===== src/rtl/hazard_controller_pkg.sv =====
// Shared types and constants for the pipeline hazard controller.
// Latency: n/a (types and pure functions only).
// Backpressure: n/a.
package hazard_pkg;

  // Execute operand source select, encoded as the mux select the datapath uses.
  typedef enum logic [1:0] {
    FWD_RF = 2'b00,
    FWD_W  = 2'b01,
    FWD_M  = 2'b10
  } fwd_sel_t;

  // Multi-cycle sequencer states.
  typedef enum logic {
    MC_IDLE = 1'b0,
    MC_BUSY = 1'b1
  } mc_state_t;

  // ResultSrcE encoding that marks a load in Execute.
  localparam logic [1:0] RESULT_SRC_LOAD = 2'b01;

  // Operand forwarding for one source register; Memory wins over Writeback
  // because it holds the younger producer. x0 is never forwarded.
  function automatic fwd_sel_t fwd_select(
    input logic       i_reg_write_m,
    input logic [4:0] i_rd_m,
    input logic       i_reg_write_w,
    input logic [4:0] i_rd_w,
    input logic [4:0] i_rs
  );
    fwd_sel_t w_sel;
    w_sel = FWD_RF;
    if (i_reg_write_m && (i_rd_m != 5'd0) && (i_rd_m == i_rs)) begin
      w_sel = FWD_M;
    end else if (i_reg_write_w && (i_rd_w != 5'd0) && (i_rd_w == i_rs)) begin
      w_sel = FWD_W;
    end
    return w_sel;
  endfunction

endpackage


===== src/rtl/hazard_controller_if.sv =====
// Bundle of pipeline-status inputs and hazard-control outputs.
// Latency: n/a (wiring only).
// Backpressure: n/a; stalls are carried as plain level signals.
interface hazard_controller_if #(
  parameter int CNT_W = 32
) ();

  // Register addresses of in-flight instructions
  logic [4:0]       Rs1D;
  logic [4:0]       Rs2D;
  logic [4:0]       Rs1E;
  logic [4:0]       Rs2E;
  logic [4:0]       RdE;
  logic [4:0]       RdM;
  logic [4:0]       RdW;
  // Stage control status
  logic             RegWriteM;
  logic             RegWriteW;
  logic [1:0]       ResultSrcE;
  logic             PCSrcE;
  logic             MultiCycleE;
  // Hazard responses
  logic [1:0]       ForwardAE;
  logic [1:0]       ForwardBE;
  logic             StallF;
  logic             StallD;
  logic             StallE;
  logic             FlushD;
  logic             FlushE;
  logic             FlushM;
  logic             McBusy;
  logic             McDoneE;
  logic [CNT_W-1:0] StallCount;
  logic [CNT_W-1:0] FlushCount;

  // Controller side
  modport slave (
    input  Rs1D, Rs2D, Rs1E, Rs2E, RdE, RdM, RdW,
    input  RegWriteM, RegWriteW, ResultSrcE, PCSrcE, MultiCycleE,
    output ForwardAE, ForwardBE, StallF, StallD, StallE,
    output FlushD, FlushE, FlushM, McBusy, McDoneE, StallCount, FlushCount
  );

  // Pipeline side
  modport master (
    output Rs1D, Rs2D, Rs1E, Rs2E, RdE, RdM, RdW,
    output RegWriteM, RegWriteW, ResultSrcE, PCSrcE, MultiCycleE,
    input  ForwardAE, ForwardBE, StallF, StallD, StallE,
    input  FlushD, FlushE, FlushM, McBusy, McDoneE, StallCount, FlushCount
  );

endinterface


===== src/rtl/hazard_controller_mc_sequencer.sv =====
// Holds Execute for MC_LATENCY cycles while a multi-cycle ALU op runs.
// Latency: o_mc_stall combinational from state/input; op completes after MC_LATENCY cycles.
// Backpressure: asserts o_mc_stall for MC_LATENCY-1 cycles; new requests ignored while busy.
module mc_sequencer
  import hazard_pkg::*;
#(
  parameter int MC_LATENCY = 4
) (
  input  logic CLK,
  input  logic RESET,
  input  logic i_multi_cycle,
  output logic o_mc_stall,
  output logic o_mc_busy,
  output logic o_mc_done
);

  // Counter only needs to hold MC_LATENCY-2 (at most 14).
  localparam int            CW       = (MC_LATENCY > 2) ? $clog2(MC_LATENCY) : 1;
  localparam logic [CW-1:0] CNT_LOAD = CW'(MC_LATENCY - 2);

  mc_state_t     r_state;
  logic [CW-1:0] r_cnt;
  logic          w_cnt_zero;

  assign w_cnt_zero = (r_cnt == '0);

  // State and down-counter: the IDLE cycle that accepts the op is cycle 1,
  // so BUSY lasts MC_LATENCY-1 cycles and ends on the cnt==0 cycle.
  always_ff @(posedge CLK) begin
    if (RESET) begin
      r_state <= MC_IDLE;
      r_cnt   <= '0;
    end else begin
      case (r_state)
        MC_IDLE: begin
          if (i_multi_cycle) begin
            r_state <= MC_BUSY;
            r_cnt   <= CNT_LOAD;
          end
        end
        MC_BUSY: begin
          if (w_cnt_zero) begin
            r_state <= MC_IDLE;
          end else begin
            r_cnt <= r_cnt - CW'(1);
          end
        end
        default: begin
          r_state <= MC_IDLE;
          r_cnt   <= '0;
        end
      endcase
    end
  end

  // Stall while the op is still computing; release on its final cycle.
  always_comb begin
    o_mc_stall = 1'b0;
    o_mc_busy  = 1'b0;
    o_mc_done  = 1'b0;
    if (r_state == MC_IDLE) begin
      o_mc_stall = i_multi_cycle;
    end else begin
      o_mc_busy  = 1'b1;
      o_mc_stall = !w_cnt_zero;
      o_mc_done  = w_cnt_zero;
    end
  end

endmodule


===== src/rtl/hazard_controller.sv =====
// Forwarding, load-use stall, branch flush and multi-cycle hold for the 5-stage core.
// Latency: all control outputs combinational in the same cycle; counters update on the edge.
// Backpressure: stalls F/D (and E for multi-cycle ops); bubbles inserted via flushes.
module hazard_controller
  import hazard_pkg::*;
#(
  parameter int MC_LATENCY = 4,
  parameter int CNT_W      = 32
) (
  input  logic                CLK,
  input  logic                RESET,
  hazard_controller_if.slave  hz
);

  fwd_sel_t         w_fwd_a;
  fwd_sel_t         w_fwd_b;
  logic             w_lw_stall;
  logic             w_mc_stall;
  logic             w_mc_busy;
  logic             w_mc_done;
  logic             w_stall_f;
  logic             w_flush_e;
  logic [CNT_W-1:0] r_stall_count;
  logic [CNT_W-1:0] r_flush_count;

  mc_sequencer #(
    .MC_LATENCY (MC_LATENCY)
  ) u_mc_sequencer (
    .CLK           (CLK),
    .RESET         (RESET),
    .i_multi_cycle (hz.MultiCycleE),
    .o_mc_stall    (w_mc_stall),
    .o_mc_busy     (w_mc_busy),
    .o_mc_done     (w_mc_done)
  );

  // Operand forwarding selects for Execute.
  always_comb begin
    w_fwd_a = fwd_select(hz.RegWriteM, hz.RdM, hz.RegWriteW, hz.RdW, hz.Rs1E);
    w_fwd_b = fwd_select(hz.RegWriteM, hz.RdM, hz.RegWriteW, hz.RdW, hz.Rs2E);
  end

  // Load in Execute whose destination is read by Decode: one-cycle bubble.
  always_comb begin
    w_lw_stall = (hz.ResultSrcE == RESULT_SRC_LOAD) && (hz.RdE != 5'd0) &&
                 ((hz.RdE == hz.Rs1D) || (hz.RdE == hz.Rs2D));
  end

  // Merge hazard sources; a running multi-cycle op must never be flushed.
  always_comb begin
    w_stall_f = w_lw_stall | w_mc_stall;
    w_flush_e = (w_lw_stall | hz.PCSrcE) & ~w_mc_stall;
  end

  assign hz.ForwardAE  = w_fwd_a;
  assign hz.ForwardBE  = w_fwd_b;
  assign hz.StallF     = w_stall_f;
  assign hz.StallD     = w_stall_f;
  assign hz.StallE     = w_mc_stall;
  assign hz.FlushD     = hz.PCSrcE & ~w_mc_stall;
  assign hz.FlushE     = w_flush_e;
  assign hz.FlushM     = w_mc_stall;
  assign hz.McBusy     = w_mc_busy;
  assign hz.McDoneE    = w_mc_done;
  assign hz.StallCount = r_stall_count;
  assign hz.FlushCount = r_flush_count;

  // Saturating performance counters for stall and Execute-flush cycles.
  always_ff @(posedge CLK) begin
    if (RESET) begin
      r_stall_count <= '0;
      r_flush_count <= '0;
    end else begin
      if (w_stall_f && !(&r_stall_count)) begin
        r_stall_count <= r_stall_count + CNT_W'(1);
      end
      if (w_flush_e && !(&r_flush_count)) begin
        r_flush_count <= r_flush_count + CNT_W'(1);
      end
    end
  end

endmodule


===== src/flat_wrapper.sv =====
// flat-port wrapper written by rule: the top's interface ports become plain ports
module hazard_controller_flat import hazard_pkg::*;
#(
  parameter int MC_LATENCY = 4,
  parameter int CNT_W      = 32
)
  (CLK, RESET, hz_Rs1D, hz_Rs2D, hz_Rs1E, hz_Rs2E, hz_RdE, hz_RdM, hz_RdW, hz_RegWriteM, hz_RegWriteW, hz_ResultSrcE, hz_PCSrcE, hz_MultiCycleE, hz_ForwardAE, hz_ForwardBE, hz_StallF, hz_StallD, hz_StallE, hz_FlushD, hz_FlushE, hz_FlushM, hz_McBusy, hz_McDoneE, hz_StallCount, hz_FlushCount);
  hazard_controller_if #(.CNT_W(CNT_W)) hz_i ();
  input  logic CLK;
  input  logic RESET;
  input wire logic [$bits(hz_i.Rs1D)-1:0] hz_Rs1D;
  input wire logic [$bits(hz_i.Rs2D)-1:0] hz_Rs2D;
  input wire logic [$bits(hz_i.Rs1E)-1:0] hz_Rs1E;
  input wire logic [$bits(hz_i.Rs2E)-1:0] hz_Rs2E;
  input wire logic [$bits(hz_i.RdE)-1:0] hz_RdE;
  input wire logic [$bits(hz_i.RdM)-1:0] hz_RdM;
  input wire logic [$bits(hz_i.RdW)-1:0] hz_RdW;
  input wire logic [$bits(hz_i.RegWriteM)-1:0] hz_RegWriteM;
  input wire logic [$bits(hz_i.RegWriteW)-1:0] hz_RegWriteW;
  input wire logic [$bits(hz_i.ResultSrcE)-1:0] hz_ResultSrcE;
  input wire logic [$bits(hz_i.PCSrcE)-1:0] hz_PCSrcE;
  input wire logic [$bits(hz_i.MultiCycleE)-1:0] hz_MultiCycleE;
  output wire logic [$bits(hz_i.ForwardAE)-1:0] hz_ForwardAE;
  output wire logic [$bits(hz_i.ForwardBE)-1:0] hz_ForwardBE;
  output wire logic [$bits(hz_i.StallF)-1:0] hz_StallF;
  output wire logic [$bits(hz_i.StallD)-1:0] hz_StallD;
  output wire logic [$bits(hz_i.StallE)-1:0] hz_StallE;
  output wire logic [$bits(hz_i.FlushD)-1:0] hz_FlushD;
  output wire logic [$bits(hz_i.FlushE)-1:0] hz_FlushE;
  output wire logic [$bits(hz_i.FlushM)-1:0] hz_FlushM;
  output wire logic [$bits(hz_i.McBusy)-1:0] hz_McBusy;
  output wire logic [$bits(hz_i.McDoneE)-1:0] hz_McDoneE;
  output wire logic [$bits(hz_i.StallCount)-1:0] hz_StallCount;
  output wire logic [$bits(hz_i.FlushCount)-1:0] hz_FlushCount;
  assign hz_i.Rs1D = hz_Rs1D;
  assign hz_i.Rs2D = hz_Rs2D;
  assign hz_i.Rs1E = hz_Rs1E;
  assign hz_i.Rs2E = hz_Rs2E;
  assign hz_i.RdE = hz_RdE;
  assign hz_i.RdM = hz_RdM;
  assign hz_i.RdW = hz_RdW;
  assign hz_i.RegWriteM = hz_RegWriteM;
  assign hz_i.RegWriteW = hz_RegWriteW;
  assign hz_i.ResultSrcE = hz_ResultSrcE;
  assign hz_i.PCSrcE = hz_PCSrcE;
  assign hz_i.MultiCycleE = hz_MultiCycleE;
  assign hz_ForwardAE = hz_i.ForwardAE;
  assign hz_ForwardBE = hz_i.ForwardBE;
  assign hz_StallF = hz_i.StallF;
  assign hz_StallD = hz_i.StallD;
  assign hz_StallE = hz_i.StallE;
  assign hz_FlushD = hz_i.FlushD;
  assign hz_FlushE = hz_i.FlushE;
  assign hz_FlushM = hz_i.FlushM;
  assign hz_McBusy = hz_i.McBusy;
  assign hz_McDoneE = hz_i.McDoneE;
  assign hz_StallCount = hz_i.StallCount;
  assign hz_FlushCount = hz_i.FlushCount;
  hazard_controller #(.MC_LATENCY(MC_LATENCY), .CNT_W(CNT_W)) u_core (.CLK(CLK), .RESET(RESET), .hz(hz_i));
endmodule

===== config.mk =====
export PLATFORM = sky130hd
export DESIGN_NAME = hazard_controller_flat
export DESIGN_NICKNAME = d
export VERILOG_FILES = /design/src/rtl/hazard_controller_pkg.sv /design/src/rtl/hazard_controller_if.sv /design/src/rtl/hazard_controller_mc_sequencer.sv /design/src/rtl/hazard_controller.sv /design/src/flat_wrapper.sv
export SDC_FILE = /design/constraint.sdc
export NUM_CORES = 1
export LEC_CHECK = 0
export BUFFER_PORTS_ARGS = -buffer_cell sky130_fd_sc_hd__clkbuf_2
export CORE_MARGIN = 10
export CORE_UTILIZATION = 39
export CTS_BUF_LIST = sky130_fd_sc_hd__clkbuf_4
export DETAILED_ROUTE_END_ITERATION = 8
export SLEW_MARGIN = 20
export SYNTH_ARGS = -nofsm -noshare
export SYNTH_HDL_FRONTEND = slang
export SYNTH_SLANG_ARGS = --single-unit

===== constraint.sdc =====
create_clock -name CLK -period 5.2 [get_ports CLK]
set_clock_uncertainty 0.15 [all_clocks]
set_input_delay 0.26 -clock CLK [delete_from_list [all_inputs] [get_ports CLK]]
set_output_delay 0.26 -clock CLK [all_outputs]
set_load 0.01 [all_outputs]

==> results.md, run 1 <==
* Status: finished clean
* Post-Layout Cell Count at 727
* Fin util at about half
* Grt peak-use layer: met2
* CP endpoint kind: output pin
* Hold WC Path Type: primary input to register
* Fin area at 4721 µm²
* Syn Inst Count at 487
* Initial antenna violation count at 0
* Routed Antenna Nets at 0
* Fin. max-slew vios at 0
* Total track usage at between 10% and 20%
* Ys Warns at 0
* Max Buffers Root-to-Sink at 2
* Detail Placement HPWL at around 8.7 mm
* Max Clk Rate at 366.4 MHz
* Clock share of power at between 30% and 40%
* Synth top area share at between 30 and 40%
* Vias in the first global route at 3883
* Fin crit share at 52.49%
* Max rail drop VDD at approximately 0.00010 V
* Switch share at about 28%
* Pint at 705.1 µW
* DRC violations left at 0
* Die Wd at 120.7 µm
* Area contributors post-synth: dfxtp_1 34%, xor2_1 6.0%, a21oi_1 5.6%, or4_1 5.5%, o31ai_1 4.6%
* Gate power share at 12.7%
* Met1 Use GR at 18.35%
* Crit Path Max Fanout at 17
* Cell Pwr Density at about 210 nW/µm²
* Grt ovf at 0
* FP Rows at 36
* 1st-pass router iterations at 4
* Arr. time, crit path at 2.32 ns
* Placed cells at 712
* Post-synth EDFFs at 0
* Num ports at approximately 120
* Drt wl/cell at 15.73 µm
* Async set-reset flop share out of synthesis at 0%
* Starting Density at 40.28%
* Via count at 4036
* Cell taking the most area after synthesis: dfxtp_1
* Cts bufs inserted at 9
* Hold slack at between 0.15 and 0.2 ns
* Psw at 276.2 µW
* CORE AREA at 9819 µm²
* Sequential share of the synthesized area at 33.91%
* Mean post-synth cell area at 8.121 µm²
* Met2 usage at 26.92%
* Post CTS Setup Buffer Count at 0
* Netlist Area Pre-Place at 3955 µm²
* CTS tree: built
* Minimum clock period at roughly 2.7 ns
* Net Count, Synth at 533
* Worst-Margin Slew at 0.8774 ns
* Hold Vio Cnt, Final at 0
* FF+latch count, synth at 67
* CTS Hold Bufs at 0
* Setup Viol. Count Final at 0
* Unrepaired setup endpoints after global routing: no
* Fin Setup TNS at 0 ns
* RePlAce Congestion at 0.7900
* Prevailing post-synth register cell: dfxtp_1
* Via-to-Cell Ratio at 5.552
* Register share of total power at 53.4%
* N_diodes at 0
* Die height at 120.7 µm
* Max-Cap Viols at 0
* FILL cells at 1051
* Global-route wire length before repair at 19.02 mm
* Worst setup path class: register to output pin
* Critical path required time at 4.79 ns
* # port buffers at between 100 and 150
* Nets at 636
* Num Clock Sinks at 67
* Root Driver: clkbuf_4
* Startpoint Class: register
* Pin count of the biggest net entering global routing at 52
* Post-CTS Resized at 0
* Cell variety after synth at 44
* Iteration-0 DRC Markers at between 200 and 250
* Slew HR at roughly two fifths
* Total wire length at about 11 mm
* Static leakage at 1.791 nW
* Placed Area at 4596 µm²
* H-tree depth at 3
* DIE AREA at roughly 15000 µm²
* Synth-to-Final Area Change at 19.36%
* Layout cells sized above 1 at 25.42%
* CTS clk-pin slew, worst paths at 0.10 ns
* Worst skew pair latency at 0.41 ns
* M3 GR Usage at 4.979%
[flip-flops by register name (all words and copies together) (netlist names)]
signal and count:
u_core.hz.FlushCount 32, u_core.hz.StallCount 32, u_core.u_mc_sequencer.r_cnt 2, u_core.u_mc_sequencer.r_state 1
[synthesized netlist by cell type, types with 5 or more instances]
master	number
a21oi_1	44
and2_1	6
and3_1	8
and4_1	11
buf_2	6
clkbuf_1	17
dfxtp_1	67
inv_1	11
mux2_1	7
mux2_2	9
nand2_1	24
nand3_1	28
nand4_1	17
nor2_1	39
nor2b_1	16
nor4_1	14
nor4b_1	5
o21ai_0	21
o31ai_1	24
or3_1	17
or4_1	29
xnor2_1	7
xor2_1	27
[critical path: stages (launching register included)]
cell	delay, ns
dfxtp_1	0.37
inv_1	0.05
ha_1	0.19
and2_1	0.16
or2_1	0.30
inv_2	0.23
o21ai_1	0.25
inv_1	0.20
clkbuf_2	0.16
[cell usage in the layout (no fill, tap or decap), drive strengths merged, types with 8 or more instances in the layout]
cell	instances
or3	18
dfxtp	67
and4	11
a21oi	44
clkbuf	127
nor2b	16
inv	12
o31ai	24
xor2	27
nand3	28
nor2	39
nand4	17
and3	8
nand2	24
or4	29
o21ai	22
nor4	14
mux2	16
[stage by stage]
| stage | worst slack (ns) | power [mW] |
|---|---|---|
| 2_1_floorplan | 2.844 | 0.6144 |
| 3_3_place_gp | 2.633 | 0.6582 |
| 3_5_place_dp | 2.542 | 0.6616 |
| 4_1_cts | 2.433 | 0.9987 |
| 5_1_grt | 2.199 | 1.034 |
| 6_report | 2.470 | 0.9813 |
[path summary, 6_finish.rpt]
check | startpoint | endpoint | slack, ns | cells after the start
worst min register to register | u_core.u_mc_sequencer.r_cnt[0] | u_core.u_mc_sequencer.r_cnt[0] | 0.33 | 1
worst min-delay path | hz_MultiCycleE | u_core.u_mc_sequencer.r_state | 0.16 | 4
worst max-delay path | u_core.u_mc_sequencer.r_cnt[0] | hz_StallD | 2.47 | 8
worst max register to register | u_core.u_mc_sequencer.r_cnt[0] | u_core.hz.StallCount[16] | 2.50 | 8
[final cells by class]
type	count	area [µm²]	area share, %
Timing Repair Buffer	120	605.6	12.83
Inverter	12	45.04	0.9541
Tap cell	133	166.4	3.525
Sequential cell	67	1341	28.41
Multi-Input combinational cell	380	2437	51.63
Clock inverter	6	57.56	1.219
Clock buffer	9	67.56	1.431
[layer usage]
layer | vias up | part of all wire [%]
met5 | - | 0
met4 | 0 | 0.44
met3 | 4 | 5.8
met2 | 87 | 51
met1 | 1922 | 43
li1 | 2023 | -
[kinds of logic after synthesis]
| kind of cell | after synthesis | share of synthesized area, % |
|---|---|---|
| compound gates | 99 | 14.74 |
| buf+inv | 40 | 4.460 |
| mux | 17 | 4.809 |
| xor+xnor | 34 | 7.529 |
| simple gates | 227 | 33.60 |
| flops | 67 | 33.91 |
| fa+ha+maj | 3 | 0.9492 |
[power by group through the flow]
| stage | clock (mW) | combinational, mW | sequential, mW |
|---|---|---|---|
| floorplan | 0 | 0.0784 | 0.536 |
| global placement | 0 | 0.123 | 0.535 |
| detailed placement | 0 | 0.126 | 0.536 |
| CTS | 0.348 | 0.126 | 0.524 |
| global route | 0.368 | 0.140 | 0.526 |
| finish | 0.333 | 0.124 | 0.524 |
(Power assumes the default switching activity.)
==> run 2: changes to the inputs <==
--- a/config.mk
+++ b/config.mk
@@ -10,6 +10,7 @@
 export CORE_UTILIZATION = 39
 export CTS_BUF_LIST = sky130_fd_sc_hd__clkbuf_4
 export DETAILED_ROUTE_END_ITERATION = 8
+export PLACE_DENSITY = 0.66
 export SLEW_MARGIN = 20
 export SYNTH_ARGS = -nofsm -noshare
 export SYNTH_HDL_FRONTEND = slang
==> constraint.sdc (replaced) <==
create_clock -name CLK -period 2.3 [get_ports CLK]
set_clock_uncertainty 0.15 [all_clocks]
set_input_delay 0.115 -clock CLK [delete_from_list [all_inputs] [get_ports CLK]]
set_output_delay 0.115 -clock CLK [all_outputs]
set_load 0.01 [all_outputs]
==> run 2 against run 1 <==
  * The run now ends with setup timing left
  * Sequential cell count is the same
  * Setup slack lost 2.5 ns
  * Cell count grew 10%
  * Combinational power grew to 3.3 times the previous value
  * Worst hold slack lost 0.13 ns
  * Largest cell class unchanged
  * Critical path depth grew 1
  * Critical path type is now register to register
  * Clock power grew 92%
  * Wire length grew 14%
  * Clock-buffer cell count grew 2
  * Critical endpoint is now u_core.hz.StallCount[13]
  * Sequential power grew 130%
==> results.md, run 2 (synthesis gave the netlist of run 1 again) <==
* Status: finished, violations left (was finished clean)
* Failing checks: setup timing
* Num Clock Sinks at 67 (unchanged)
* Hold endpoint: u_core.hz.StallCount[21] (was u_core.u_mc_sequencer.r_state)
* H-tree depth at 3 (unchanged)
* Hold Vio Cnt, Final at 0 (unchanged)
* Static leakage at 2.226 nW (was 1.791 nW)
* Worst R2R Start: u_core.u_mc_sequencer.r_cnt[0] (unchanged)
* Most common cell after layout, fill and taps aside: clkbuf_2 (unchanged)
* Reg2reg path depth at 9 (was 8)
* Cts bufs inserted at 9 (unchanged)
* Worst-Margin Slew at 0.9261 ns (was 0.8774 ns)
* Via-to-Cell Ratio at 5.518 (was 5.552)
* Arr. time, crit path at 2.49 ns (was 2.32 ns)
* Worst skew pair latency at 0.41 ns (about the same)
* FILL cells at 954 (was 1051)
* R2R setup slack at -0.01 ns (was 2.50 ns)
* Commonest cells after routing, fill and taps aside: 116 x clkbuf_2, 69 x buf_4, 63 x dfxtp_1 (was 118 x clkbuf_2, 67 x dfxtp_1, 44 x a21oi_1)
* Total wire length at 12.99 mm (was 11.44 mm)
* Crit path buffers/inverters at 2 (was 4)
* Critical path required time at 2.48 ns (was 4.79 ns)
* Worst setup path class: register to register (was register to output pin)
* Max Buffers Root-to-Sink at 2 (unchanged)
* Max Clk Rate at 432.7 MHz
* DIE AREA at 14570 µm² (unchanged)
* CP max-delay cell: or4_4 (was dfxtp_1)
* Clock share of power at 28.6% (was 33.9%)
* Hold depth at 2 (was 4)
* CP startpoint: u_core.u_mc_sequencer.r_cnt[0] (unchanged)
* Hold WC Path Type: primary input to register (unchanged)
* R2r endpoint: u_core.hz.StallCount[13] (was u_core.hz.StallCount[16])
* Nets at 712 (was 636)
* Global-route wire length before repair at 20.64 mm (was 19.02 mm)
* Starting Density at 40.28% (unchanged)
* Minimum clock period at 2.311 ns
* # port buffers at 118 (unchanged)
* Die height at 120.7 µm (unchanged)
* CORE AREA at 9819 µm² (unchanged)
* Initial antenna violation count at 0 (unchanged)
* Num ports at 119 (unchanged)
* Synth-to-Final Area Change at 40.02% (was 19.36%)
* Detail Placement HPWL at 9.555 mm (was 8.730 mm)
* Fin crit share at 100.5%
* Drt wl/cell at 16.17 µm (was 15.73 µm)
* Grt ovf at 0 (unchanged)
* Critical Path Max Stage Delay at 0.50 ns (was 0.37 ns)
* PnR Total Power at 2.238 mW (was 981.3 µW)
* Fin Setup TNS at -0.01101 ns (was 0 ns)
* Routed Antenna Nets at 0 (unchanged)
* Multi-input logic area at 2645 µm² (was 2437 µm²)
* Die Wd at 120.7 µm (unchanged)
* Total track usage at 16.88% (was 15.53%)
* CP endpoint kind: register (was output pin)
* Max-Cap Viols at 0 (unchanged)
* Pre-CTS setup slack at -0.1241 ns (was 2.542 ns)
* Cell Pwr Density at 404.1 nW/µm² (was 207.9 nW/µm²)
* Pin count of the biggest net entering global routing at 35 (was 52)
* Via count at 4431 (was 4036)
* Setup Viol. Count Final at 1 (was 0)
* Hold path start: RESET (was hz_MultiCycleE)
* Switch share at 28.78% (was 28.15%)
* Slew HR at 38.26% (was 41.25%)
* Vias in the first global route at 4407 (was 3883)
* Fin. max-slew vios at 0 (unchanged)
* Iteration-0 DRC Markers at 276 (was 218)
* Startpoint Class: register (unchanged)
* Psw at 644.0 µW (was 276.2 µW)
* FP Rows at 36 (unchanged)
* Delay-heaviest family, CP: simple AND/OR/NAND/NOR gates (was buffers and inverters)
* Max rail drop VDD at 0.0003499 V (was 0.0001039 V)
* N_diodes at 0 (unchanged)
* Unrepaired setup endpoints after global routing: yes (was no)
* CTS tree: built (unchanged)
* RePlAce Congestion at 0.8463 (was 0.7900)
* Hold slack at 0.03776 ns (was 0.1647 ns)
* Pint at 1.594 mW (was 705.1 µW)
* 1st-pass router iterations at 4 (unchanged)
* Gate power share at 18.4% (was 12.7%)
* Setup WS post-layout at -0.01101 ns (was 2.470 ns)
* Register area at 1346 µm² (was 1341 µm²)
* Critical path cell sequence: inv_2, ha_4, and2_4, or2_4, nand2b_4, o211ai_1, clkbuf_16, or4_4, a21oi_1 (was inv_1, ha_1, and2_1, or2_1, inv_2, o21ai_1, inv_1, clkbuf_2)
* Layout cells sized above 1 at 39.10% (was 25.42%)
* Crit Path Max Fanout at 8 (was 17)
* CTS clk-pin slew, worst paths at 0.10 ns (about the same)
* Root Driver: clkbuf_4 (unchanged)
* Register share of total power at 52.9% (was 53.4%)
* DRC violations left at 0 (unchanged)
run 2: area by class of cell:
type                    count  area share [%]
clock buffers              11           1.491
clock inverters             4          0.3389
multi-input cells         382           47.76
inverters                  12          0.8586
repair buffers            194           22.23
well taps                 133           3.005
flip-flops and latches     67           24.31
run 2: worst max-delay path by stage:
stage | endpoint | slack [ns] | depth (start not counted)
after detailed placement | u_core.hz.StallCount[25] | -0.12 | 9
after CTS | u_core.hz.FlushCount[21] | 0.002 | 8
after global placement | u_core.hz.StallCount[25] | -0.05 | 9
final | u_core.hz.StallCount[13] | -0.01 | 9
after floorplan | u_core.hz.StallCount[25] | -0.01 | 9
after global routing | u_core.hz.FlushCount[21] | -0.08 | 8
run 2: power by group through the flow:
stage | clock [mW] | sequential [mW] | combinational (mW)
after CTS | 0.662 | 1.18 | 0.393
after floorplan | 0 | 1.21 | 0.179
after global placement | 0 | 1.21 | 0.338
final | 0.641 | 1.18 | 0.413
after global routing | 0.714 | 1.19 | 0.453
after detailed placement | 0 | 1.21 | 0.346
run 2: metal layers:
layer | GRT usage [%] | routed length (µm)
met1 | 18.78 | 5329
met2 | 30.78 | 6859
met3 | 5.398 | 665
met4 | 3.318 | 133
met5 | 0 | 0
run 2: metrics by stage:
stage / std cells / instance area [µm²] / util, %
after global routing: 803 / 5538 / 56.40
after CTS: 797 / 5335 / 54.33
after detailed placement: 776 / 5122 / 52.17
final: 803 / 5538 / 56.40
after global placement: 776 / 5122 / 52.17
after floorplan: 487 / 3964 / -
run 2: repair_timing:
item,in CTS,in global routing
pin swaps,2,25
buffers inserted,4,4
setup endpoints to repair,33,38
cloned,2,2
hold buffers,0,0
resized for setup,17,36
